==> config.mk <==
export PLATFORM = sky130hd
export DESIGN_NAME = spi_arbiter
export DESIGN_NICKNAME = d
export VERILOG_FILES = /design/src/rtl/spi_arbiter.sv
export SDC_FILE = /design/constraint.sdc
export NUM_CORES = 1
export LEC_CHECK = 0
export ABC_CLOCK_PERIOD_IN_PS = 2690
export CAP_MARGIN = 20
export CORE_MARGIN = 2
export CORE_UTILIZATION = 46
export DETAILED_ROUTE_END_ITERATION = 6
export PLACE_DENSITY = 0.86
export SLEW_MARGIN = 20
export SYNTH_ARGS = -nofsm -noshare
export SYNTH_HDL_FRONTEND = slang
export SYNTH_SLANG_ARGS = --single-unit
==> constraint.sdc <==
create_clock -name clk -period 2.69 [get_ports clk]
set_input_delay 0.4035 -clock clk [delete_from_list [all_inputs] [get_ports clk]]
set_output_delay 0.4035 -clock clk [all_outputs]
set_load 0.05 [all_outputs]
==> src/rtl/spi_arbiter.sv <==
// spi_arbiter: round-robin sequencer sharing one spi_master among NUM_REQ requesters.
// Define SPI_ARB_TIMEOUT_EN to add a WAIT-state watchdog that completes a stalled transfer with err.
module spi_arbiter #(
    parameter int NUM_REQ        = 4,
    parameter int ID_W           = $clog2(NUM_REQ),
    parameter int TIMEOUT_CYCLES = 1024
) (
    input  logic                 clk,
    input  logic                 rst,
    input  logic [NUM_REQ-1:0]   req,
    input  logic [8*NUM_REQ-1:0] req_tx_data,
    output logic [NUM_REQ-1:0]   ack,
    output logic [7:0]           rx_data,
    output logic                 err,
    output logic                 busy,
    output logic [ID_W-1:0]      grant_id,
    output logic [NUM_REQ-1:0]   slave_sel,
    output logic                 spi_start,
    output logic [7:0]           spi_tx_data,
    input  logic [7:0]           spi_rx_data,
    input  logic                 spi_done
);

    typedef enum logic [1:0] {IDLE, START, WAIT, DONE} state_t;

    state_t          state;
    logic [ID_W-1:0] ptr;
    logic [ID_W-1:0] winner;
    logic            any_req;
    logic [7:0]      tx_byte [NUM_REQ];

    if (NUM_REQ < 2 || NUM_REQ > 8 || TIMEOUT_CYCLES < 2) begin : g_param_check
        $error("spi_arbiter: NUM_REQ must be 2..8 and TIMEOUT_CYCLES at least 2");
    end

    // Rotating priority: first asserted request at or after ptr wins.
    always_comb begin
        logic [ID_W-1:0] idx;
        // NOTE: every always_comb output gets a default first so no latch is inferred.
        idx     = '0;
        winner  = '0;
        any_req = 1'b0;
        for (int i = 0; i < NUM_REQ; i++) begin
            tx_byte[i] = req_tx_data[8*i +: 8];
            idx        = ID_W'((int'(ptr) + i) % NUM_REQ);
            if (!any_req && req[idx]) begin
                winner  = idx;
                any_req = 1'b1;
            end
        end
    end

    assign busy = (state != IDLE);

`ifdef SPI_ARB_TIMEOUT_EN
    localparam int WD_W = $clog2(TIMEOUT_CYCLES + 1);
    logic [WD_W-1:0] watchdog;
`else
    assign err = 1'b0;
`endif

    always_ff @(posedge clk or posedge rst) begin
        if (rst) begin
            state       <= IDLE;
            ptr         <= '0;
            ack         <= '0;
            rx_data     <= '0;
            grant_id    <= '0;
            slave_sel   <= '0;
            spi_start   <= 1'b0;
            spi_tx_data <= '0;
`ifdef SPI_ARB_TIMEOUT_EN
            err         <= 1'b0;
            watchdog    <= '0;
`endif
        end else begin
            // NOTE: state registers use non-blocking assignments so every branch sees pre-edge values.
            case (state)
                IDLE: begin
                    if (any_req) begin
                        grant_id    <= winner;
                        spi_tx_data <= tx_byte[winner];
                        slave_sel   <= NUM_REQ'(1) << winner;
                        spi_start   <= 1'b1;
                        state       <= START;
                    end
                end
                START: begin
                    spi_start <= 1'b0;
                    state     <= WAIT;
`ifdef SPI_ARB_TIMEOUT_EN
                    watchdog  <= '0;
`endif
                end
                WAIT: begin
                    if (spi_done) begin
                        rx_data <= spi_rx_data;
                        ack     <= NUM_REQ'(1) << grant_id;
                        state   <= DONE;
                    end
`ifdef SPI_ARB_TIMEOUT_EN
                    // Watchdog value j is seen in the j-th WAIT cycle, so expiry lands TIMEOUT_CYCLES after entry.
                    else if (watchdog == WD_W'(TIMEOUT_CYCLES - 1)) begin
                        rx_data <= 8'h00;
                        ack     <= NUM_REQ'(1) << grant_id;
                        err     <= 1'b1;
                        state   <= DONE;
                    end else begin
                        watchdog <= watchdog + 1'b1;
                    end
`endif
                end
                DONE: begin
                    ack       <= '0;
                    slave_sel <= '0;
                    ptr       <= (grant_id == ID_W'(NUM_REQ - 1)) ? '0 : grant_id + 1'b1;
                    state     <= IDLE;
`ifdef SPI_ARB_TIMEOUT_EN
                    err       <= 1'b0;
`endif
                end
                default: state <= IDLE;
            endcase
        end
    end

endmodule
==> results of run 1 <==
[area by class of cell]
class	count	area share
Multi-Input combinational cell	120	0.343
Timing Repair Buffer	77	0.287
Clock inverter	2	0.0132
Sequential cell	31	0.291
Inverter	9	0.0127
Clock buffer	6	0.0310
Tap cell	48	0.0226
[Yosys cell counts]
| cell | count | area share |
|---|---|---|
| a311o_4 | 1 | 0.011 |
| a211oi_2 | 8 | 0.056 |
| a21oi_4 | 1 | 0.0091 |
| o22ai_1 | 2 | 0.0070 |
| mux2_2 | 9 | 0.057 |
| mux2i_4 | 1 | 0.013 |
| nor3_1 | 8 | 0.022 |
| o21ai_0 | 8 | 0.022 |
| a21oi_1 | 2 | 0.0056 |
| buf_6 | 3 | 0.019 |
| inv_1 | 9 | 0.019 |
| mux2i_1 | 9 | 0.050 |
| a21o_1 | 1 | 0.0042 |
| nand3b_1 | 1 | 0.0042 |
| a32o_1 | 1 | 0.0056 |
| ha_1 | 9 | 0.063 |
| a211oi_1 | 8 | 0.034 |
| dfrtp_1 | 31 | 0.43 |
| nor2_1 | 13 | 0.027 |
| o221ai_1 | 1 | 0.0049 |
| buf_4 | 2 | 0.0084 |
| nand2b_4 | 1 | 0.0077 |
| nor2_4 | 1 | 0.0063 |
| o31ai_1 | 2 | 0.0084 |
| conb_1 | 1 | 0.0021 |
| a22o_1 | 1 | 0.0049 |
| o32a_1 | 1 | 0.0056 |
| buf_2 | 1 | 0.0028 |
| a31oi_1 | 3 | 0.011 |
| clkbuf_1 | 3 | 0.0063 |
| o21a_1 | 1 | 0.0042 |
| and2_1 | 2 | 0.0070 |
| nor2b_1 | 4 | 0.014 |
| nand2_1 | 19 | 0.040 |
| nor4_1 | 1 | 0.0035 |
[metal layers]
| metal | wire, microns | up-vias |
|---|---|---|
| met2 | 1950 | 66 |
| met1 | 1850 | 715 |
| li1 | - | 746 |
| met5 | 0 | - |
| met3 | 317 | 6 |
| met4 | 54 | 0 |
[state kept, by name, summed over array words and instances (netlist names)]
register and cells:
state 2, slave_sel 4, grant_id 2, spi_tx_data 8
spi_start 1, ack 4, rx_data 8, ptr 2
[power by group through the flow]
stage | Combinational (mW) | Clock (mW) | Sequential, mW
5_1_grt | 2.19 | 0.505 | 0.883
2_1_floorplan | 0.807 | 0 | 1.49
4_1_cts | 2.07 | 0.483 | 0.857
3_5_place_dp | 2.06 | 0 | 0.862
6_report | 2.06 | 0.475 | 0.859
3_3_place_gp | 2.04 | 0 | 0.863
[layout by cell type (no fill, tap or decap), drive strengths merged, types with 2 or more instances in the layout]
master,n
clkdlybuf4s50,74
a211oi,16
dfrtp,31
mux2,9
a31oi,3
nand2,19
clkbuf,6
nor2b,4
and2,2
mux2i,10
o21ai,8
nor2,14
inv,9
o22ai,2
a21oi,3
nor3,8
buf,3
o31ai,2
ha,9
[worst register-to-register path: cells and delay by family, from the launching register on]
kind / cells / cell delay (ps)
AND/OR/NAND/NOR: 1 / 360
buffers and inverters: 3 / 440
AO/OA/AOI/OAI: 3 / 490
flip-flops: 1 / 420
adder cells (fa/ha/maj): 1 / 190
[logic make-up after synthesis]
group,Yosys count
DFF,31
buffers and inverters,18
adders and majority gates,9
other,1
muxes,19
AOI/OAI and AO/OA,41
and+or+nand+nor,50
[how the worst max path moves through the flow]
stage / endpoint / cells after the start / slack, ps / from
after global placement: spi_tx_data[6] / 6 / 370 / req[2]
after floorplan: spi_tx_data[0] / 8 / 810 / state[0]
after CTS: busy / 4 / 320 / state[0]
after global routing: busy / 4 / 260 / state[0]
final: busy / 4 / 320 / state[0]
after detailed placement: spi_tx_data[6] / 6 / 370 / req[2]
[per-stage QoR]
| step | worst slack (ps) | std cells | hold WS, ps | util |
|---|---|---|---|---|
| 2_1_floorplan | 808 | 169 | 507 | - |
| 3_3_place_gp | 369 | 285 | 478 | 0.690 |
| 3_5_place_dp | 365 | 285 | 494 | 0.690 |
| 6_report | 318 | 293 | 259 | 0.722 |
| 4_1_cts | 321 | 293 | 254 | 0.722 |
| 5_1_grt | 260 | 293 | 261 | 0.722 |
==> impl_metrics.env, run 1 <==
export IMPL_drive_above_1_share=0.135
export IMPL_num_io_pins=76
export IMPL_busiest_layer="met2"
export IMPL_cpMostUsedCell="inv_1"
export IMPL_hold_viol=0
export IMPL_crit_arrival_ps=1970
export IMPL_r2r_setup_slack_ps=650
export IMPL_path_class="reg2out"
export IMPL_grt_ovfl_total=0
export IMPL_final_area_sq_um=2660
export IMPL_synthCells=169
export IMPL_synth_area_sq_um=1790
export IMPL_clk_pin_slew_ps=70
export IMPL_grt_use_total=0.214
export IMPL_tns_ps=0
export IMPL_drc=0
export IMPL_yosys_warnings=0
export IMPL_power_switching_mw=1.64
export IMPL_path_delay_family="buffers and inverters"
export IMPL_nFillCells=268
export IMPL_drt_vias_per_instance=5.23
export IMPL_firstDrtPassIters=4
export IMPL_cts_root_buf="clkbuf_8"
export IMPL_swShare=0.482
export IMPL_seq_area_sq_um=776
export IMPL_rr_worst_depth=8
export IMPL_ctsHoldBuffers=0
export IMPL_cp_max_fo=4
export IMPL_synth_xor_area_share=0
export IMPL_critPathSlowestCell="clkdlybuf4s50_1"
export IMPL_syn_nets=225
export IMPL_start_util=0.484
export IMPL_die_width_microns=66.3
export IMPL_synth_distinct_cells=35
export IMPL_synth_top_family_by_area="compound AO/OA/AOI/OAI gates"
export IMPL_cap_violations=0
export IMPL_synth_seq_cells=31
export IMPL_postRouteAntennaNets=0
export IMPL_drt_iter0_markers=120
export IMPL_setup_viol=0
export IMPL_synth_seq_area_share=0.434
export IMPL_worstMarginPinSlew_ps=527
export IMPL_power_density_nw_per_um2=1280
export IMPL_multiInputGateArea_sq_um=912
export IMPL_power_share_clock=0.140
export IMPL_first_global_vias=1502
export IMPL_grt_use_met1=0.282
export IMPL_num_vias=1533
export IMPL_yosys_area_share_adder=0.0630
export IMPL_die_area_sq_um=4400
export IMPL_slew_violations=0
export IMPL_status="finished clean"
export IMPL_grt_pass1_wl_microns=7100
export IMPL_core_sq_um=3690
export IMPL_cp_required_ps=2290
export IMPL_seqPwrFrac=0.253
export IMPL_crit_path_end_kind="output pin"
export IMPL_fin_crit_sh=0.882
export IMPL_place_gp_congestion=0.788
export IMPL_die_h_microns=66.3
export IMPL_io_buffers=74
export IMPL_numCtsBuffers=5
export IMPL_cp_cell_sequence="inv_1, ha_1, inv_1, clkdlybuf4s50_1"
export IMPL_r2r_start="state[0]"
export IMPL_synth_compound_area_frac=0.193
export IMPL_max_slew_margin=0.647
export IMPL_cts_buffer_depth=2
export IMPL_p_leak_nw=1.14
export IMPL_cp_start_kind="register"
export IMPL_synth_area_per_cell_sq_um=10.6
export IMPL_antenna_found_initial=0
export IMPL_grt_use_met2=0.329
export IMPL_p_int_mw=1.76
export IMPL_post_drt_wl_per_cell_microns=14.3
export IMPL_dp_hpwl_microns=3140
export IMPL_holdCritPathClass="in2async"
export IMPL_post_cts_resize_count=0
export IMPL_power_mw=3.40
export IMPL_syn_to_final_growth_pct=49.0
export IMPL_p_comb_frac=0.607
export IMPL_rr_endpoint="spi_tx_data[1]"
export IMPL_h_tree_depth=2
export IMPL_finalCriticalPeriod_ps=2370
export IMPL_max_freq_ghz=0.422
export IMPL_path_buf_inv=3
export IMPL_row_count=22
export IMPL_dpl_cell_area_sq_um=2540
export IMPL_cts_tree="done"
export IMPL_totalWireLength_microns=4180
export IMPL_rsz0062_at_grt="no"
export IMPL_critPathMaxStageDelay_ps=820
export IMPL_yosys_area_share_simple=0.132
export IMPL_layout_nets=300
export IMPL_cts_setup_buffers=0
export IMPL_grt_max_degree=31
export IMPL_clk_latency_ps=290
export IMPL_cts_sinks=31
export IMPL_synth_mux_area_frac=0.120
export IMPL_fin_worst_skew_ps=9.10
export IMPL_groute_layer_met3_usage=0.0716
export IMPL_peakVddDrop_mv=0.747
export IMPL_num_antenna_cells=0
(Power assumes the default switching activity.)
==> inputs of run 2 (changes only) <==
--- a/config.mk
+++ b/config.mk
@@ -10,7 +10,9 @@
 export CORE_MARGIN = 2
 export CORE_UTILIZATION = 46
 export DETAILED_ROUTE_END_ITERATION = 6
+export HOLD_SLACK_MARGIN = 0.08
 export PLACE_DENSITY = 0.86
+export RECOVER_POWER = 50
 export SLEW_MARGIN = 20
 export SYNTH_ARGS = -nofsm -noshare
 export SYNTH_HDL_FRONTEND = slang
==> constraint.sdc (replaced) <==
create_clock -name clk -period 2.69 [get_ports clk]
set_input_delay 0.269 -clock clk [delete_from_list [all_inputs] [get_ports clk]]
set_output_delay 0.269 -clock clk [all_outputs]
set_load 0.05 [all_outputs]
==> run 2 against run 1 <==
Effect of this change:
- the run now ends with capacitance limit, slew limit left
- cell count stayed put
- clock power decreased by 23%
- combinational power hardly changed
- non-clock buffer count grew 1
- critical path type is now reg2reg
- largest cell class unchanged
- highest routed layer unchanged
==> impl_metrics.env, run 2 (same netlist as run 1, synthesis figures left out) <==
export IMPL_status="finished, violations left"
export IMPL_violations="capacitance limit, slew limit"
export IMPL_cts_tree="done"
export IMPL_crit_arrival_ps=2660
export IMPL_rr_endpoint="spi_tx_data[5]"
export IMPL_final_common_cell="clkdlybuf4s50_1"
export IMPL_numCtsBuffers=5
export IMPL_num_vias=1570
export IMPL_layout_nets=301
export IMPL_cp_max_fo=14
export IMPL_peakVddDrop_mv=0.624
export IMPL_tns_ps=0
export IMPL_multiInputGateArea_sq_um=912
export IMPL_finalCriticalPeriod_ps=2520
export IMPL_cts_root_buf="clkbuf_8"
export IMPL_r2r_start="state[0]"
export IMPL_power_density_nw_per_um2=1240
export IMPL_holdCritPathClass="in2async"
export IMPL_setup_viol=0
export IMPL_h_tree_depth=2
export IMPL_firstDrtPassIters=4
export IMPL_max_freq_ghz=0.397
export IMPL_critPathLaunch="state[0]"
export IMPL_antenna_found_initial=0
export IMPL_nFillCells=284
export IMPL_rsz0062_at_grt="no"
export IMPL_grt_use_total=0.228
export IMPL_p_leak_nw=1.13
export IMPL_cp_start_kind="register"
export IMPL_reg_top3="rx_data x8, spi_tx_data x8"
export IMPL_cap_violations=1
export IMPL_power_mw=3.28
export IMPL_grt_max_degree=31
export IMPL_crit_path_end_kind="register"
export IMPL_hold_viol=0
export IMPL_totalWireLength_microns=4450
export IMPL_cpMostUsedCell="inv_1"
export IMPL_drive_above_1_share=0.131
export IMPL_num_antenna_cells=0
export IMPL_first_global_vias=1570
export IMPL_drc=0
export IMPL_slew_violations=31
export IMPL_fin_crit_sh=0.936
export IMPL_cp_cell_sequence="inv_1, ha_1, inv_1, nor2_1, o221ai_1, buf_4, a211oi_2, a211oi_1"
export IMPL_grt_pass1_wl_microns=7450
export IMPL_cp_required_ps=2830
export IMPL_die_h_microns=66.3
export IMPL_row_count=22
export IMPL_path_delay_family="simple AND/OR/NAND/NOR gates"
export IMPL_post_drt_wl_per_cell_microns=15.2
export IMPL_cts_setup_buffers=0
export IMPL_cts_buffer_depth=2
export IMPL_drt_vias_per_instance=5.36
export IMPL_post_cts_resize_count=0
export IMPL_num_io_pins=76
export IMPL_seq_area_sq_um=776
export IMPL_critPathMaxStageDelay_ps=720
export IMPL_dp_hpwl_microns=3390
export IMPL_postRouteAntennaNets=0
export IMPL_max_slew_margin=-0.0241
export IMPL_io_buffers=74
export IMPL_critPathSlowestCell="nor2_1"
export IMPL_grt_ovfl_total=0
export IMPL_path_class="reg2reg"
export IMPL_worstMarginPinSlew_ps=1540
export IMPL_place_gp_congestion=0.830
export IMPL_fin_worst_skew_ps=4.49
export IMPL_start_util=0.484
export IMPL_path_buf_inv=3
export IMPL_die_area_sq_um=4400
export IMPL_r2r_setup_slack_ps=170
export IMPL_rr_worst_depth=8
export IMPL_cts_sinks=31
export IMPL_clk_pin_slew_ps=60
export IMPL_ctsHoldBuffers=0
export IMPL_core_sq_um=3690
export IMPL_die_width_microns=66.3
export IMPL_clk_latency_ps=280
export IMPL_drt_iter0_markers=70
export IMPL_syn_to_final_growth_pct=47.5
export IMPL_mostFrequentLayoutCells="65 x clkdlybuf4s50_1, 31 x dfrtp_1, 19 x nand2_1"
==> run 2: cell count changes in the layout (fill, tap and decap cells not counted) <==
cell             delta
bufinv_16           -1
clkbuf_1            +1
clkdlybuf4s50_1     -9
dlygate4sd3_1       +9
==> run 2: area by class of cell <==
class	count	share of cell area
Multi-Input combinational cell	120	0.346
Tap cell	48	0.0228
Sequential cell	31	0.294
Clock buffer	6	0.0313
Inverter	9	0.0128
Clock inverter	1	0.00190
Timing Repair Buffer	78	0.291
==> run 2: metrics by stage <==
step	hold WS [ps]	std cells	area (sq um)	setup WS, ps	util
6_report	281	293	2640	173	0.715
4_1_cts	139	293	2640	168	0.716
3_3_place_gp	423	286	2550	154	0.692
2_1_floorplan	373	169	1790	808	-
3_5_place_dp	441	286	2550	16.4	0.692
5_1_grt	276	293	2640	24.7	0.715
==> run 2: power by group <==
part           switching, mW  internal (mW)  total (mW)  leakage [nW]
sequential             0.169          0.695       0.864         0.376
combinational           1.31          0.737        2.05         0.706
clock                  0.165          0.200       0.365        0.0470
==> run 2: how the worst max path moves through the flow <==
stage,endpoint,cells after the start
final,spi_tx_data[5],8
after global routing,spi_tx_data[5],8
after CTS,spi_tx_data[2],8
after detailed placement,spi_tx_data[5],7
after global placement,spi_tx_data[1],7
after floorplan,spi_tx_data[0],8
==> run 2: routing by layer <==
metal	up-vias	part of all wire	GRT usage
met2	61	0.51	0.374
met1	754	0.41	0.281
met5	-	0	0
met3	6	0.069	0.0767
li1	749	-	-
met4	0	0.012	0.0765
